===== src/rtl/ring_fifo_pkg.sv =====
// Shared types and helpers for the parametrised ring FIFO.
package ring_fifo_pkg;

    localparam int unsigned DEF_WIDTH = 8;
    localparam int unsigned DEF_DEPTH = 4;

    // Ceiling log2; returns 0 for values of 0 or 1.
    function automatic int unsigned clog2(input int unsigned value);
        int unsigned result;
        int unsigned rem;
        result = 0;
        rem    = (value > 0) ? value - 1 : 0;
        while (rem > 0) begin
            result = result + 1;
            rem    = rem >> 1;
        end
        return result;
    endfunction

    // Pointer width for a ring of the given depth; never narrower than one bit.
    function automatic int unsigned ptr_width(input int unsigned depth);
        return (clog2(depth) > 0) ? clog2(depth) : 1;
    endfunction

    // Registered status bundle exposed by the FIFO.
    typedef struct packed {
        logic full;
        logic empty;
        logic almost_full;
        logic almost_empty;
        logic overflow;
        logic underflow;
    } fifo_status_t;

endpackage


===== src/rtl/ring_fifo_mem.sv =====
// Simple dual-port storage array: one synchronous write port and one
// combinational read port. Contents are never reset.
module ring_fifo_mem
    import ring_fifo_pkg::*;
#(
    parameter int unsigned WIDTH = DEF_WIDTH,
    parameter int unsigned DEPTH = DEF_DEPTH,
    parameter int unsigned ADDR_W = ptr_width(DEPTH)
) (
    input  logic              clk,
    input  logic              write_en,
    input  logic [ADDR_W-1:0] write_addr,
    input  logic [WIDTH-1:0]  write_data,
    input  logic [ADDR_W-1:0] read_addr,
    output logic [WIDTH-1:0]  read_data
);

    logic [WIDTH-1:0] mem [DEPTH];

    // Write port: store the word at the write address when enabled.
    always_ff @(posedge clk) begin
        if (write_en) begin
            mem[write_addr] <= write_data;
        end
    end

    // Read port is purely combinational from the address.
    assign read_data = mem[read_addr];

endmodule


===== src/rtl/ring_fifo_param.sv =====
// Parametrised synchronous FIFO on a circular buffer with occupancy count,
// programmable almost-full/almost-empty flags and sticky error flags.
// Optional feature macro: RING_FIFO_FWFT_EN selects first-word-fall-through
// reads; when undefined, reads are registered with one cycle of latency.
module ring_fifo_param
    import ring_fifo_pkg::*;
#(
    parameter int unsigned WIDTH     = DEF_WIDTH,
    parameter int unsigned DEPTH     = DEF_DEPTH,
    parameter int unsigned AF_THRESH = DEPTH - 1,
    parameter int unsigned AE_THRESH = 1
) (
    input  logic                     clk,
    input  logic                     rst,
    input  logic                     write_en,
    input  logic [WIDTH-1:0]         write_data,
    input  logic                     read_en,
    output logic [WIDTH-1:0]         read_data,
    output logic                     read_valid,
    output logic                     full,
    output logic                     empty,
    output logic                     almost_full,
    output logic                     almost_empty,
    output logic [$clog2(DEPTH):0]   count,
    output logic                     overflow,
    output logic                     underflow,
    input  logic                     err_clr
);

    localparam int unsigned PTR_W = ptr_width(DEPTH);
    localparam int unsigned CNT_W = $clog2(DEPTH) + 1;

    // Status value loaded by reset: empty FIFO, no errors.
    localparam fifo_status_t STATUS_RST = '{
        full:         1'b0,
        empty:        1'b1,
        almost_full:  (AF_THRESH == 0),
        almost_empty: 1'b1,
        overflow:     1'b0,
        underflow:    1'b0
    };

    logic [PTR_W-1:0] w_ptr;
    logic [PTR_W-1:0] r_ptr;
    logic [CNT_W-1:0] count_q;
    logic [CNT_W-1:0] count_next;
    fifo_status_t     status_q;
    fifo_status_t     status_d;
    logic             rd_acc;
    logic             wr_acc;
    logic             ovf_set;
    logic             udf_set;
    logic [WIDTH-1:0] mem_rdata;

    ring_fifo_mem #(
        .WIDTH  (WIDTH),
        .DEPTH  (DEPTH),
        .ADDR_W (PTR_W)
    ) u_mem (
        .clk        (clk),
        .write_en   (wr_acc && !rst),
        .write_addr (w_ptr),
        .write_data (write_data),
        .read_addr  (r_ptr),
        .read_data  (mem_rdata)
    );

    // Acceptance, next occupancy and the next status bundle.
    always_comb begin
        rd_acc     = read_en && !status_q.empty;
        wr_acc     = write_en && (!status_q.full || rd_acc);
        ovf_set    = write_en && !wr_acc;
        udf_set    = read_en && !rd_acc;
        count_next = count_q + CNT_W'(wr_acc) - CNT_W'(rd_acc);

        status_d              = status_q;
        status_d.full         = (count_next == CNT_W'(DEPTH));
        status_d.empty        = (count_next == '0);
        status_d.almost_full  = (32'(count_next) >= AF_THRESH);
        status_d.almost_empty = (32'(count_next) <= AE_THRESH);
        // A set in the same cycle as a clear wins.
        status_d.overflow     = ovf_set || (status_q.overflow && !err_clr);
        status_d.underflow    = udf_set || (status_q.underflow && !err_clr);
    end

    // Pointers, occupancy and status registers.
    always_ff @(posedge clk) begin
        if (rst) begin
            w_ptr    <= '0;
            r_ptr    <= '0;
            count_q  <= '0;
            status_q <= STATUS_RST;
        end else begin
            if (wr_acc) begin
                w_ptr <= w_ptr + PTR_W'(1);
            end
            if (rd_acc) begin
                r_ptr <= r_ptr + PTR_W'(1);
            end
            count_q  <= count_next;
            status_q <= status_d;
        end
    end

`ifdef RING_FIFO_FWFT_EN
    // Head of the ring is always on display; read_en acknowledges it.
    assign read_data  = mem_rdata;
    assign read_valid = !status_q.empty;
`else
    logic [WIDTH-1:0] read_data_q;
    logic             read_valid_q;

    // Registered read: capture the head word on an accepted pop.
    always_ff @(posedge clk) begin
        if (rst) begin
            read_data_q  <= '0;
            read_valid_q <= 1'b0;
        end else begin
            read_valid_q <= rd_acc;
            if (rd_acc) begin
                read_data_q <= mem_rdata;
            end
        end
    end

    assign read_data  = read_data_q;
    assign read_valid = read_valid_q;
`endif

    assign count        = count_q;
    assign full         = status_q.full;
    assign empty        = status_q.empty;
    assign almost_full  = status_q.almost_full;
    assign almost_empty = status_q.almost_empty;
    assign overflow     = status_q.overflow;
    assign underflow    = status_q.underflow;

endmodule


===== config.mk =====
export PLATFORM = sky130hd
export DESIGN_NAME = ring_fifo_param
export DESIGN_NICKNAME = d
export VERILOG_FILES = /design/src/rtl/ring_fifo_pkg.sv /design/src/rtl/ring_fifo_mem.sv /design/src/rtl/ring_fifo_param.sv
export SDC_FILE = /design/constraint.sdc
export NUM_CORES = 1
export LEC_CHECK = 0
export CORE_MARGIN = 2
export CORE_UTILIZATION = 52
export DETAILED_ROUTE_END_ITERATION = 12
export HOLD_SLACK_MARGIN = 0.15
export PLACE_DENSITY_LB_ADDON = 0.25
export SLEW_MARGIN = 40
export SYNTH_ARGS = -nofsm -noshare
export SYNTH_HDL_FRONTEND = slang
export SYNTH_SLANG_ARGS = --single-unit

===== constraint.sdc =====
create_clock -name clk -period 3.2 [get_ports clk]
set_input_delay 0.32 -clock clk [delete_from_list [all_inputs] [get_ports clk]]
set_output_delay 0.32 -clock clk [all_outputs]
set_load 0.02 [all_outputs]

# Word level (Yosys, flattened, before mapping)
# Memory sizes are Yosys's and may differ from the RTL's. A register that Yosys moved wholly into a read port is not among the register bits.
# Cells that the tools add are included.
[totals] regBits=14 ramBits=32 input_bits=13 output_inout_bits=18 word_cells=37 mem_count=1
[mem_list] name="u_mem.mem" words=4 width=8 read_ports=1 rd_ports_with_merged_regs=1 wr=1 line_no="ring_fifo_mem.sv:18" text="logic [WIDTH-1:0] mem [DEPTH];"
[classes] add_sub_neg=4 n_lt_le_gt_ge=2 eq_ne=1 n_mux=2 reduce_logical=17
[ops] cell="$logic_and 1x1->1" n=7
[ops] cell="$logic_not 1->1" n=6
[ops] cell="$add 2x1->2 const B" n=2
[ops] cell="$add 3x1->3" n=1
[ops] cell="$eq 3x3->1 const B" n=1
[ops] cell="$ge 3x2->1 const B" n=1
[ops] cell="$le 3x1->1 const B" n=1
[ops] cell="$logic_not 3->1" n=1
[ops] cell="$logic_or 1x1->1" n=3
[ops] cell="$sub 3x1->3" n=1
[ops] cell="$mux 1" n=2

# Logic depth before layout (Yosys ltp)
# Gate-level depths: netlist of the first run.
[logic_depth] depth_word=7 ltp_mapped=10 depth_no_buf=10

# Hierarchy
# From an unflattened synthesis of the first run, not the netlist that was laid out.
[unflattened] cells_unflattened=134 area_unflattened_um2=2020.7
[modules_own_cells] mod="ring_fifo_mem" n_inst=1 cells_each=46 area_per_inst_um2=1188.6 seq_area_each_um2=960.9
[modules_own_cells] mod="ring_fifo_param" n_inst=1 cells_each=88 area_per_inst_um2=832.0 seq_area_each_um2=440.4

# Least setup slack after synthesis of the first run
# OpenSTA, ideal clock, no wires.
[synth_path] kind="register -> register" from="register status_q (netlist bit empty)" to="register status_q (netlist bit almost_empty)" setup_ns=0.121 t_arrival_ns=2.300 t_required_ns=3.079 path_slack_ns=0.779 path_stages_with_launch=11 path_buffers=0 synth_period_minus_slack_ns=2.421 path_cell_list="dfxtp_1 nand2b_1 a21boi_2 inv_1 ha_1 inv_1 ha_1 fa_1 xor3_1 nor2_1 nor2_1"
[synth_via] elab_chain_cells=7
[synth_rtl] element="from (decl)" line_no="ring_fifo_param.sv:47" text="fifo_status_t status_q;"
[synth_rtl] element="from (signal assigned)" line_no="ring_fifo_param.sv:101" text="status_q <= status_d;"
[synth_rtl] element="$logic_not 1->1 (*)" line_no="ring_fifo_param.sv:70" text="rd_acc = read_en && !status_q.empty;"
[synth_rtl] element="$logic_and 1x1->1 (*)" line_no="ring_fifo_param.sv:70"
[synth_rtl] element="$logic_or 1x1->1" line_no="ring_fifo_param.sv:71" text="wr_acc = write_en && (!status_q.full || rd_acc);"
[synth_rtl] element="$logic_and 1x1->1" line_no="ring_fifo_param.sv:71"
[synth_rtl] element="$add 3x1->3" line_no="ring_fifo_param.sv:74" text="count_next = count_q + CNT_W'(wr_acc) - CNT_W'(rd_acc);"
[synth_rtl] element="$sub 3x1->3 (*)" line_no="ring_fifo_param.sv:74"
[synth_rtl] element="$le 3x1->1 (*)" line_no="ring_fifo_param.sv:80" text="status_d.almost_empty = (32'(count_next) <= AE_THRESH);"
# Mark *: on every way between the ends. The rest lies on a longest branch, timed or not.
# A chain may end at the register's enable or synchronous reset.

# Worst setup path after layout of the first run
[layout_path] from="input read_en" to="register status_q (netlist bit almost_empty)"
[layout_via] elab_chain_cells=6
[layout_rtl] element="from (decl)" line_no="ring_fifo_param.sv:17" text="input logic read_en,"
[layout_rtl] element="$logic_and 1x1->1 (*)" line_no="ring_fifo_param.sv:70"
[layout_rtl] element="$logic_or 1x1->1" line_no="ring_fifo_param.sv:71"
[layout_rtl] element="$logic_and 1x1->1" line_no="ring_fifo_param.sv:71"
[layout_rtl] element="$add 3x1->3" line_no="ring_fifo_param.sv:74"
[layout_rtl] element="$sub 3x1->3 (*)" line_no="ring_fifo_param.sv:74"
[layout_rtl] element="$le 3x1->1 (*)" line_no="ring_fifo_param.sv:80"
# Marked as above.

==> run metrics, run 1 <==
status=finished, final reports clean; max-slew violation total from the final report=0; final hold vios=0; Unique masters post-synth=27; clk_lat worst skew=0.30 ns; Slew HR=56.7%; via density per instance=5.10; Layout Skew=roughly 0.0058 ns; DRT Pass-1 Iters=4; Initial Util=55.0%; # DRC=0; # resized after CTS=0; cell taking the most area after synthesis=edfxtp_1; routed via count=1,143; Initial DRC Count=77; Worst-path clk slew=0.09 ns; final worst-path cycle share=between 80 and 90%; CP Class=primary input to flip-flop; Layout area overhead=22.2%; Synth Flop Type=edfxtp_1; post-CTS setup buffer count=0; RSZ-0062 raised after global routing=no; GRT overflow=0; CTS root buffer=clkbuf_8; Final min period=2.60 ns; Die H=67.0 um; most area-consuming cells after synthesis=edfxtp_1 (47%), dfxtp_1 (21%), mux4_2 (8.7%); routed len/inst=15.6 um; Fin Setup TNS=0 ns; vias in the first global route=1,163; Layout fillers=275; final setup fails=0; number of flops mapped to enable cells by yosys=32; Layout Cells excl Fill=about 220; # port buffers=30; Hold Buf Count CTS=0; pwr/cell area=746 nW/um2; FF/Latch Area=1400 um2; GPL Wtd Cong=0.819; Post-DP HPWL=2430 um; layout cells sized above 1=between 10% and 20%; Leak=just over 0.9 nW; post-synthesis sequential area ratio=68.0%; area of the multi-input gates=583 um2; warnings from Yosys=0; Crit Path Max Fanout=6; finished layout cell area=approximately 2500 um2; Placed Instances=~220; share of flip-flops with an asynchronous set or reset=0%; n_diodes=0; clock sink count=54; Clock Path Buffers=2; Num CTS Buffers=5; Post-Syn Nets=160; Die ar.=4480 um2; Critical Path AT=around 2.8 ns; Die W=67.0 um; H-tree level count=2; max cap viols=0; first-pass GRT wire length=5590 um; GRT Total Usage=a little under a fifth; most frequent cell after synthesis=edfxtp_1; remaining antenna violation count after routing=0; DP Area=2410 um2; peak supply drop=0.000428 V; CP endpoint kind=flip-flop; # rows=22; Fmax=385 MHz; flops & latches, synth=54; CORE AREA=around 3700 um2; worst endpoint required time=~3.4 ns; Syn Area/Cell=14.7 um2; initial antenna violation count=0; Mapped Area=slightly above 2000 um2; Nets=195; Gate Count Post-Synth=140; top cell type's share of synthesized area=between 40 and 50%; Least-Margin Pin Slew=0.649 ns; largest net degree at the start of global routing=23; Ports=31; final WL=3500 um; top cells by count, synth=edfxtp_1 (32), dfxtp_1 (22), nand2_1 (16); Critical Path Start Type=primary input; worst hold path type=flip-flop to flip-flop; TritonCTS clock tree=yes
logic make-up (layout without fill, tap and decap cells):
logic type | Yosys count | in the layout | synth area share, %
flops | 54 | 54 | 68.0
simple gates | 37 | 37 | 7.89
buf+inv | 16 | 52 | 3.70
compound gates | 14 | 14 | 4.49
mux | 9 | 9 | 9.29
fa+ha+maj | 7 | 7 | 4.61
xor+xnor | 3 | 3 | 2.00
final timing paths:
| check | cells past startpoint | start | slack [ns] | to |
|---|---|---|---|---|
| max reg2reg | 10 | empty | 0.69 | almost_empty |
| min | 2 | read_data[5] | 0.46 | read_data[5] |
| min reg2reg | 2 | read_data[5] | 0.46 | read_data[5] |
| max | 11 | read_en | 0.60 | almost_empty |
critical path, cell delays in order:
cell and delay [ns]:
clkdlybuf4s50_1 0.51, nand2b_1 0.17, a21boi_2 0.21, inv_1 0.06
ha_1 0.27, inv_1 0.04, ha_1 0.18, fa_1 0.38
xor3_1 0.37, nor2_1 0.21, nor2_1 0.08
final cells by class:
| class | count | area share (%) |
|---|---|---|
| Clock buffer | 7 | 3.88 |
| Inverter | 10 | 1.49 |
| Tap cell | 48 | 2.39 |
| Clock inverter | 1 | 0.298 |
| Timing Repair Buffer | 34 | 13.1 |
| Multi-Input combinational cell | 70 | 23.2 |
| Sequential cell | 54 | 55.7 |
power breakdown:
part           internal, mW  switching (mW)
logic                 0.286           0.265
registers             0.838          0.0764
clock network         0.202           0.210
metrics by stage:
stage	hold WS, ns	worst slack [ns]	power, mW	utilization, %
finish	0.460	0.602	1.88	67.2
global route	0.492	0.473	1.98	67.2
CTS	0.464	0.615	1.89	67.2
detailed placement	0.451	0.287	1.48	64.4
global placement	0.446	0.391	1.46	64.4
floorplan	0.414	0.779	1.27	-
routing by layer:
| metal | track usage (%) | wire length [um] |
|---|---|---|
| met1 | 21.3 | 1470 |
| met2 | 30.6 | 1780 |
| met3 | 6.59 | 182 |
| met4 | 7.65 | 63 |
| met5 | 0 | 0 |
layout by cell type (no fill, tap or decap):
cell / instances
xnor2_1: 1
clkbuf_8: 5
a22oi_1: 1
nor4_1: 1
xor3_1: 1
o2111ai_1: 1
a21o_2: 1
clkinvlp_4: 1
xor2_1: 1
clkbuf_16: 1
clkbuf_1: 1
a32oi_1: 1
nor2b_1: 2
clkdlybuf4s50_1: 30
mux4_2: 8
edfxtp_1: 32
fa_1: 1
buf_4: 4
a21oi_1: 8
mux2_2: 1
dfxtp_1: 22
ha_1: 6
o31ai_1: 1
nor2_1: 12
nand2_1: 16
nand2b_1: 1
a21boi_2: 1
inv_1: 10
and3_1: 4
nand3b_1: 1
sequential cells by signal (all words and copies together), names as in the netlist:
register,cells
u_mem.mem,32
w_ptr,2
almost_empty,1
almost_full,1
underflow,1
full,1
read_valid,1
read_data,8
r_ptr,2
empty,1
count,3
overflow,1
Power figures use the tool's default switching activity.
==> inputs of run 2 (changes only) <==
==> constraint.sdc (replaced) <==
create_clock -name clk -period 2.6 [get_ports clk]
set_input_delay 0.26 -clock clk [delete_from_list [all_inputs] [get_ports clk]]
set_output_delay 0.26 -clock clk [all_outputs]
set_load 0.02 [all_outputs]
==> run 2 against run 1 <==
Effect of this change:
- largest power group unchanged
- highest routed layer unchanged
- cell count is 1.8% higher
- die area stayed put
- critical path type unchanged
- critical endpoint unchanged
- utilization is 0.90 points higher
==> run metrics, run 2 (synthesized netlist as in run 1, its figures left out) <==
final worst-path cycle share=roughly 93%; CTS root buffer=clkbuf_8; first-pass GRT wire length=5410 um; GPL Wtd Cong=0.721; Fin Setup TNS=0 ns; Nets=199; Worst-path clk slew=0.09 ns; GRT overflow=0; n_diodes=0; Layout fillers=267; Crit-path slowest cell=clkdlybuf4s50_1; Num CTS Buffers=5; worst endpoint required time=2.80 ns; final hold vios=0; hold_sp=read_data[1]; final setup fails=0; Die W=67.0 um; vias in the first global route=1,158; Layout area overhead=23.8%; clock sink count=54; critical path, cell by cell=clkdlybuf4s50_1 > nand2b_1 > a21boi_2 > inv_1 > ha_1 > inv_1 > ha_1 > fa_1 > xor3_1 > nor2_2 > nor2_1; TritonCTS clock tree=yes; flop2flop setup slack=0.19 ns; Initial Util=55.0%; most frequent cells in the layout=edfxtp_1 (32), clkdlybuf4s50_1 (30), dfxtp_1 (22); Fmax=414 MHz; max cap viols=0; largest reg by FF count=u_mem.mem; DRT Pass-1 Iters=4; largest net degree at the start of global routing=22; Least-Margin Pin Slew=0.646 ns; worst hold path type=flip-flop to flip-flop; Initial DRC Count=34; CP Class=primary input to flip-flop; Ports=31; Layout Cells excl Fill=228; CP endpoint kind=flip-flop; Die H=67.0 um; max reg flops=32; Leak=0.932 nW; Clock Path Buffers=2; RSZ-0062 raised after global routing=no; remaining antenna violation count after routing=0; most common cell after layout, fill and taps aside=edfxtp_1; H-tree level count=2; CP startpoint=read_en; max-slew violation total from the final report=0; Slew HR=56.9%; # DRC=0; status=finished, final reports clean; routed len/inst=approximately 15 um; Final min period=2.42 ns; # rows=22; Layout Skew=0.00690 ns; routed via count=1,191; Placed Instances=220; clk_lat worst skew=0.30 ns; via density per instance=5.22; hold slack=0.464 ns; initial antenna violation count=0; Post-DP HPWL=between 2000 and 2500 um; Critical Path Start Type=primary input; layout cells sized above 1=14.4%; # port buffers=30; pwr/cell area=925 nW/um2; final WL=3420 um; peak supply drop=0.000472 V; GRT Total Usage=between 10% and 20%; Critical Path AT=2.61 ns; final core occ=between 60 and 70%; reg-to-reg startpoint=empty; max incr delay on CP=0.48 ns; Die ar.=4480 um2; CORE AREA=3740 um2; Crit Path Max Fanout=4; Pwr Total=2.36 mW
-- run 2: per-layer routing --
| metal | GRT usage, % | vias to the layer above | wire length, um |
|---|---|---|---|
| li1 | - | 573 | - |
| met1 | 20.8 | 590 | 1510 |
| met2 | 29.5 | 24 | 1760 |
| met3 | 4.05 | 4 | 124 |
| met4 | 6.12 | 0 | 27 |
| met5 | 0 | - | 0 |
-- run 2: final timing paths --
path,cells past startpoint,end
max,11,almost_empty
min,2,read_data[1]
max reg2reg,10,almost_empty
min reg2reg,2,read_data[1]
-- run 2: power by group --
group | total [mW] | internal, mW | switching [mW]
combinational | 0.695 | 0.365 | 0.330
sequential | 1.12 | 1.03 | 0.0924
clock | 0.540 | 0.288 | 0.252
-- run 2: cell type report --
class	instances	area (um2)	area share [%]
Tap cell	48	60.1	2.35
Inverter	10	37.5	1.47
Clock buffer	7	76.3	2.99
Sequential cell	54	1400	54.9
Multi-Input combinational cell	70	586	23.0
Timing Repair Buffer	38	360	14.1
Clock inverter	1	30.0	1.18
-- run 2: what timing repair did --
item                                    CTS  global route
endpoints found under the setup margin    0             1
resized for setup                         0             1
setup buffers                             0             0
hold buffers                              0             0
-- run 2: per-stage QoR --
| stage | setup WS, ns | cell area (um2) |
|---|---|---|
| final | 0.184 | 2550 |
| after global routing | 0.0432 | 2550 |
| after CTS | 0.136 | 2550 |
| after detailed placement | -0.168 | 2440 |
| after global placement | -0.0664 | 2440 |
| after floorplan | 0.179 | 2060 |
-- run 2: worst max-delay path: cells and delay by family --
kind / cells / cell delay [ns]
AOI/OAI and AO/OA: 1 / 0.18
buffers and inverters: 3 / 0.58
xor gates and xnor gates: 1 / 0.40
adders and majority gates: 3 / 0.83
and+or+nand+nor: 3 / 0.36
